--- src/rtl/dac_stream_monitor.sv ---
// Oversampling capture/checker for the codec DAC serial stream (b_clk, dac_lr_clk, dacdat).
// Frame result 1 clk after the last captured b_clk fall strobe; observe-only, never stalls.

module dsm_period #(
  parameter int CNT_W   = 16,
  parameter int TIMEOUT = 65535
) (
  input  logic             clk,
  input  logic             reset_n,
  input  logic             i_rise,
  output logic [CNT_W-1:0] o_per,
  output logic             o_tmo
);
  localparam int TO_W = $clog2(TIMEOUT + 1);
  localparam logic [CNT_W-1:0] CNT_MAX = '1;
  localparam logic [TO_W-1:0]  TO_VAL  = TO_W'(TIMEOUT);

  logic [CNT_W-1:0] r_cnt;
  logic [TO_W-1:0]  r_idle;
  logic             r_seen;

  always_ff @(posedge clk) begin
    if (!reset_n) begin
      r_cnt  <= '0;
      r_idle <= '0;
      r_seen <= 1'b0;
      o_per  <= '0;
      o_tmo  <= 1'b0;
    end else begin
      if (i_rise) begin
        // The first rise only opens a measurement window; nothing to report yet.
        if (r_seen) o_per <= r_cnt;
        r_cnt  <= CNT_W'(1);
        r_seen <= 1'b1;
        r_idle <= '0;
      end else begin
        if (r_cnt != CNT_MAX) r_cnt <= r_cnt + 1'b1;
        if (r_idle != TO_VAL) r_idle <= r_idle + 1'b1;
      end
      if (r_idle == TO_VAL) o_tmo <= 1'b1;
    end
  end
endmodule

module dac_stream_monitor #(
  parameter int DATA_W  = 16,
  parameter int SLOT_W  = 16,
  parameter int NUM_CH  = 2,
  parameter int CNT_W   = 16,
  parameter int TIMEOUT = 65535
) (
  input  logic                     clk,
  input  logic                     reset_n,
  input  logic                     b_clk,
  input  logic                     dac_lr_clk,
  input  logic                     dacdat,
  input  logic                     i2s_mode,
  input  logic                     cmp_en,
  input  logic [NUM_CH*DATA_W-1:0] exp_data,
  output logic [NUM_CH*DATA_W-1:0] frame_data,
  output logic                     frame_valid,
  output logic                     mismatch,
  output logic [CNT_W-1:0]         err_cnt,
  output logic                     frame_err,
  output logic [CNT_W-1:0]         bclk_per,
  output logic [CNT_W-1:0]         lrclk_per,
  output logic                     bclk_tmo,
  output logic                     lrclk_tmo
);
  localparam int FW   = NUM_CH * DATA_W;
  localparam int SB_W = (SLOT_W > 1) ? $clog2(SLOT_W) : 1;
  localparam int CH_W = (NUM_CH > 1) ? $clog2(NUM_CH) : 1;
  localparam logic [SB_W-1:0]  SLOT_LAST = SB_W'(SLOT_W - 1);
  localparam logic [CH_W-1:0]  CH_LAST   = CH_W'(NUM_CH - 1);
  localparam logic [SB_W:0]    DATA_LIM  = (SB_W + 1)'(DATA_W);
  localparam logic [CNT_W-1:0] CNT_MAX   = '1;

  typedef enum logic [1:0] {IDLE, SKIP, SHIFT, DONE} state_t;

  // Pin order in the synchroniser vectors: {lr, bclk, dat}.
  logic [2:0]      r_sync1, r_sync2, r_sync3;
  logic            r_lr_rise, r_bclk_rise, r_bclk_fall;
  state_t          r_state;
  logic [FW-1:0]   r_shift;
  logic [SB_W-1:0] r_slot_bit;
  logic [CH_W-1:0] r_slot_idx;
  logic            r_frame_valid;

  logic            w_dat;
  logic            w_data_bit;
  logic            w_last;
  logic [FW-1:0]   w_shift_next;
  logic            w_diff;

  always_ff @(posedge clk) begin
    if (!reset_n) begin
      r_sync1     <= '0;
      r_sync2     <= '0;
      r_sync3     <= '0;
      r_lr_rise   <= 1'b0;
      r_bclk_rise <= 1'b0;
      r_bclk_fall <= 1'b0;
    end else begin
      r_sync1     <= {dac_lr_clk, b_clk, dacdat};
      r_sync2     <= r_sync1;
      r_sync3     <= r_sync2;
      r_lr_rise   <= r_sync2[2] & ~r_sync3[2];
      r_bclk_rise <= r_sync2[1] & ~r_sync3[1];
      r_bclk_fall <= ~r_sync2[1] & r_sync3[1];
    end
  end

  // r_sync3 holds the data value that lines up with the registered strobes.
  assign w_dat        = r_sync3[0];
  assign w_data_bit   = ({1'b0, r_slot_bit} < DATA_LIM);
  assign w_last       = (r_slot_bit == SLOT_LAST) && (r_slot_idx == CH_LAST);
  assign w_shift_next = w_data_bit ? FW'({r_shift, w_dat}) : r_shift;
  assign w_diff       = (frame_data != exp_data);
  assign frame_valid  = r_frame_valid;
  assign mismatch     = r_frame_valid & cmp_en & w_diff;

  always_ff @(posedge clk) begin
    if (!reset_n) begin
      r_state       <= IDLE;
      r_shift       <= '0;
      r_slot_bit    <= '0;
      r_slot_idx    <= '0;
      r_frame_valid <= 1'b0;
      frame_data    <= '0;
      frame_err     <= 1'b0;
      err_cnt       <= '0;
    end else begin
      r_frame_valid <= 1'b0;
      if (mismatch && (err_cnt != CNT_MAX)) err_cnt <= err_cnt + 1'b1;

      // An LR rise always restarts the frame and swallows any coincident fall.
      if (r_lr_rise) begin
        if ((r_state == SKIP) || (r_state == SHIFT)) frame_err <= 1'b1;
        r_shift    <= '0;
        r_slot_bit <= '0;
        r_slot_idx <= '0;
        r_state    <= i2s_mode ? SKIP : SHIFT;
      end else begin
        case (r_state)
          SKIP: begin
            if (r_bclk_fall) r_state <= SHIFT;
          end
          SHIFT: begin
            if (r_bclk_fall) begin
              r_shift <= w_shift_next;
              if (r_slot_bit == SLOT_LAST) begin
                r_slot_bit <= '0;
                r_slot_idx <= r_slot_idx + 1'b1;
              end else begin
                r_slot_bit <= r_slot_bit + 1'b1;
              end
              if (w_last) begin
                r_state       <= DONE;
                frame_data    <= w_shift_next;
                r_frame_valid <= 1'b1;
              end
            end
          end
          DONE:    r_state <= IDLE;
          default: r_state <= IDLE;
        endcase
      end
    end
  end

  dsm_period #(.CNT_W(CNT_W), .TIMEOUT(TIMEOUT)) u_bclk_per (
    .clk     (clk),
    .reset_n (reset_n),
    .i_rise  (r_bclk_rise),
    .o_per   (bclk_per),
    .o_tmo   (bclk_tmo)
  );

  dsm_period #(.CNT_W(CNT_W), .TIMEOUT(TIMEOUT)) u_lrclk_per (
    .clk     (clk),
    .reset_n (reset_n),
    .i_rise  (r_lr_rise),
    .o_per   (lrclk_per),
    .o_tmo   (lrclk_tmo)
  );
endmodule

--- config.mk ---
export PLATFORM = sky130hd
export DESIGN_NAME = dac_stream_monitor
export DESIGN_NICKNAME = d
export VERILOG_FILES = /design/src/rtl/dac_stream_monitor.sv
export SDC_FILE = /design/constraint.sdc
export NUM_CORES = 1
export LEC_CHECK = 0
export CORE_MARGIN = 2
export CORE_UTILIZATION = 40
export DETAILED_ROUTE_END_ITERATION = 7
export REMOVE_ABC_BUFFERS = 1
export SLEW_MARGIN = 20
export SYNTH_ARGS = -nofsm -noshare
export SYNTH_HDL_FRONTEND = slang
export SYNTH_HIERARCHICAL = 1
export SYNTH_SLANG_ARGS = --single-unit
--- constraint.sdc ---
create_clock -name clk -period 2.25 [get_ports clk]
set_input_delay 0.45 -clock clk [delete_from_list [all_inputs] [get_ports clk]]
set_output_delay 0.45 -clock clk [all_outputs]
set_load 0.02 [all_outputs]
# Word-level counts from Yosys, hierarchy flattened
# Index checks and enable logic that the tools add are counted.
# totals
register_bits	200
elab_cells	86
# op_classes
add_sub_neg	7
eq_ne	14
mux	12
bitwise	12
n_reduce_logical	15
# ops
operator	count
adder 16 x 1 -> 16 bit (second input constant)	5
inequality test 16 bit (second input constant)	5
equality test 16 bit (second input constant)	2
inequality test 32 bit	1
two-way mux 2 bit	5
inequality test 3 bit (second input constant)	3
AND reduction 2 bit	4
inverter 1 bit	7
AND reduction 3 bit	2
AND 1 bit	5
two-way mux 1 bit	5
adder 4 x 1 -> 4 bit (second input constant)	1
equality test 4 bit (second input constant)	1
two-way mux 4 bit	1
one-hot mux 2 bit (2 select lines)	1
AND reduction 4 bit	1
nonzero test 2 bit	2
OR reduction 2 bit	2
OR reduction 4 bit	1
equality test 2 x 1 -> 1 bit (second input constant)	1
equality test 2 bit (second input constant)	1
logical AND 1 bit	2
adder 1 bit (second input constant)	1
logical OR 1 bit	1

# Depth between registers and ports, before layout
# logic_depth
word_depth	6
ltp_mapped	8
ltp_nobuf	7

# By module
# The synthesis kept the hierarchy.
# by_module_without_submodules
mod	instances	cells_each	area_each_um2	seq_area_each_um2
dac_stream_monitor	1	502	4092.7	2001.9
dsm_period at u_lrclk_per	1	259	2260.9	1001.0
dsm_period at u_bclk_per	1	257	2240.9	1001.0

# Least setup slack after synthesis
# OpenSTA, ideal clock, no wires.
# synth_timing
path_kind	input port to output port
from	in exp_data[26]
to	out mismatch
arrival_ns	1.628
required_ns	1.800
path_slack_ns	0.172
stages	6
path_cell_list	xor2_1 -> nor4_1 -> nand4_1 -> nor2_1 -> clkbuf_1 -> nor2_1
# synth_via
elab_chain_cells	2
# synth_rtl
item	line_no	text
start, declared	59	input logic [NUM_CH*DATA_W-1:0] exp_data,
inequality test 32 bit	118	assign w_diff = (frame_data != exp_data);
AND 1 bit	120	assign mismatch = r_frame_valid & cmp_en & w_diff;
end, declared	62	output logic mismatch,
# Every way passes these cells.

# Worst setup path in the final report
# layout_timing
from	in exp_data[27]
to	out mismatch
# Same word-level chain as after synthesis.

==> metrics.md <==
| Metric | Value |
|---|---|
| RePlAce Congestion | 0.789 |
| Routed len/inst | roughly 14 um |
| Fmax | 415 MHz |
| Max Clock Skew | 0.00817 ns |
| Clock transition at the registers of the reported paths | 0.07 ns |
| Grt total ovfl | 0 |
| Routed Antenna Nets | 0 |
| Post-Synth Adder-Cell Area | 0.0116 |
| Share of layout cells above drive strength 1 | 0.123 |
| Startpoint class of the critical path | primary input |
| Pint | 5.37 mW |
| RSZ-0062 raised after global routing | yes |
| Area grow syn2layout | 29.6% |
| Final setup margin | -0.157 ns |
| Compound-gate portion of the synthesized area | 0.165 |
| CTS buffer count | 17 |
| Initial antenna violation count | 0 |
| Combinational family with the most area after synthesis | simple AND/OR/NAND/NOR gates |
| Period minus WS final | about 2.4 ns |
| Ys async rst share | 0 |
| DP HPWL | 14.5 mm |
| Final wirelength | just over 20 mm |
| Switching power | 1.63 mW |
| Hold_ws | 0.383 ns |
| Initial Util | 0.408 |
| Final Cycle Share | 1.07 |
| Mux share of post-synthesis cell area | 0.0151 |
| Setup tns final | -0.157 ns |
| Gate power share | 0.055 |
| Leak | 3.93 nW |
| Hold Violations, Final | 0 |
| H-tree depth | 4 |
| DRT iter0 DRCs | 357 |
| Mapped Area | roughly 8600 um^2 |
| CTS tree | yes |
| Max-slew violation count | 0 |
| Outcome | complete, but fails checks |
| Count of nets after finishing | 1228 |
| Worst-path cell chain | clkdlybuf4s50_1 > xor2_1 > nor4_2 > buf_4 > nand4_1 > nor2_1 > buf_4 > nor2_4 > buf_6 |
| Worst skew pair latency | ~0.42 ns |
| Syn avg cell area | 8.44 um^2 |
| I/O Buffers | roughly 120 |
| Post-Synth XOR/XNOR Area | 0.0448 |
| Post-route DRC | 0 |
| Main synth FF type | dfxtp_1 |
| Sequential fraction of the synthesis area | 0.466 |
| Clk sinks | 200 |
| Total of max-cap violations | 0 |
| Placed inst area | between 10000 and 15000 um^2 |
| Pwr Density | 628 nW/um^2 |
| Multi-input logic area | 4370 um^2 |
| Distinct cell type count after synthesis | 64 |
| Setup violations, final | 1 |
| Worst path slowest cell | clkdlybuf4s50_1 |
| Hold WC Path Type | flop to flop |
| Cell taking the most area after synthesis | dfxtp_1 |
| Die Width | 151 um |
| Detailed-route vias per instance | 5.09 |
| Slew @ Worst Pin | 0.587 ns |
| First-pass GRT wire length | 33.7 mm |
| CP endpoint kind | output pin |
| VDD IR max | ~0.54 mV |
| Clk root buf | clkbuf_16 |
| Gr usage total | 0.181 |
| Post-Syn Instances | 1018 |
| Arr. time, crit path | around 2.0 ns |
| Maximum root-to-sink buffer count | 2 |
| Sw Ratio | 0.233 |
| Crit-path max FO | 2 |
| Crit path kind | primary input to output pin |
| Tot Pwr | 6.99 mW |
| Final Instance Count excl. Fillers | 1469 |
| IO Pins | between 100 and 150 |
| Vias in the first global route | 6995 |
| Pre-CTS setup slack | -0.720 ns |
| Die ar. | roughly 23000 um^2 |
| Fillers | 2006 |
| Register share of total power | 0.519 |
| Die Y-Extent | 151 um |
| Core footprint | 21100 um^2 |
| Post-synth EDFFs | 0 |
| Placed Cells | 1436 |
| Simple-Gate Fraction of Synth Area | 0.266 |
| Violated checks | setup timing |
| Std-Cell Rows | 53 |
| CP peak stage delay | between 0.4 and 0.5 ns |
| First drt pass iteration count | 5 |
| Total number of vias | 7482 |
| # diodes | 0 |
| Main area contributors after synthesis | dfxtp_1 47%, nand2_1 10%, a21oi_1 5.8% |
| Top-area cell type share of the netlist area | 0.466 |
| Critical Path Most Common Cell | buf_4 |
| Finished Cell Area | 11100 um^2 |
| Final core occ | 0.528 |
| Worst EP required | 1.80 ns |
| Register Area | 4010 um^2 |
| Register bit count reported by yosys | 200 |
| Rel. slew slack | 0.609 |
| Yosys Warn Count | 6 |
| Largest net degree at the start of global routing | 42 |
| Clock power frac | 0.426 |
[sequential cells by signal, summed over array words and instances (netlist names), 2 cells and up]
register,cells
u_lrclk_per/r_idle,16
r_state,2
r_slot_bit,4
frame_data,32
u_lrclk_per/o_per,16
u_bclk_per/o_per,16
err_cnt,16
u_lrclk_per/r_cnt,16
r_shift,31
u_bclk_per/r_cnt,16
r_sync2,3
r_sync3,3
r_sync1,3
u_bclk_per/r_idle,16
[critical path: cells and delay by family]
family	cells	cell delay, ns
AND/OR/NAND/NOR	4	0.52
XOR/XNOR	1	0.15
buffers and inverters	4	0.84
[what timing repair did]
item | in CTS | in global routing
pin swaps | 13 | 6
buffers inserted | 1 | 0
resized for setup | 24 | 10
setup endpoints to repair | 1 | 3
hold buffers | 0 | 0
[cells in the mapped netlist (all sizes together) (12+ instances only)]
| master | count |
|---|---|
| xor2 | 37 |
| o21ai | 28 |
| or4 | 12 |
| nor2 | 43 |
| inv | 18 |
| nand2 | 236 |
| clkbuf | 43 |
| nand4 | 29 |
| a21boi | 33 |
| a31oi | 13 |
| nor3 | 15 |
| o31ai | 12 |
| mux2i | 13 |
| nand3 | 29 |
| and2 | 16 |
| nor4 | 19 |
| or3 | 19 |
| a21oi | 99 |
| dfxtp | 200 |
[layout by cell type (no fill, tap or decap), types with 13 or more instances in the layout]
master / instances
a21boi_0: 31
a21oi_1: 99
a31oi_1: 13
and2_1: 16
buf_4: 68
clkbuf_16: 17
clkdlybuf4s50_1: 106
dfxtp_1: 195
inv_1: 16
mux2i_1: 13
nand2_1: 236
nand3_1: 27
nand4_1: 23
nor2_1: 42
nor3_1: 15
o21ai_0: 25
or3_1: 14
xor2_1: 36
[metal layers]
metal,up-vias,track usage,wire (um)
met4,0,0.0509,259
met2,127,0.290,9370
met5,-,0,0
li1,3896,-,-
met1,3443,0.252,10100
met3,16,0.0291,759
[power by group through the flow]
stage / Clock (mW) / Sequential [mW] / Combinational (mW)
floorplan: 0 / 3.70 / 0.222
global placement: 0 / 3.71 / 0.391
detailed placement: 0 / 3.71 / 0.395
CTS: 3.06 / 3.63 / 0.392
global route: 3.21 / 3.63 / 0.443
finish: 2.98 / 3.63 / 0.387
[cells by family after synthesis]
kind of cell             after synthesis
adder cells (fa/ha/maj)                8
flip-flops                           200
AND/OR/NAND/NOR                      458
AO/OA/AOI/OAI                        228
buffers and inverters                 67
multiplexers                          13
XOR/XNOR                              44
[area by class of cell]
class | instances | area share
tap | 275 | 0.0309
multi-input combinational | 751 | 0.392
timing repair buffer | 193 | 0.159
clock inverter | 12 | 0.0106
inverter | 18 | 0.00607
clock buffer | 20 | 0.0410
sequential | 200 | 0.360
[worst paths after layout]
| check | endpoint | cells past startpoint | start | slack (ns) |
|---|---|---|---|---|
| max | mismatch | 9 | exp_data[27] | -0.16 |
| min | r_lr_rise | 1 | r_sync3[2] | 0.38 |
| max reg2reg | err_cnt[5] | 9 | frame_data[10] | 0.24 |
| min reg2reg | r_lr_rise | 1 | r_sync3[2] | 0.38 |
(Power assumes the default switching activity.)
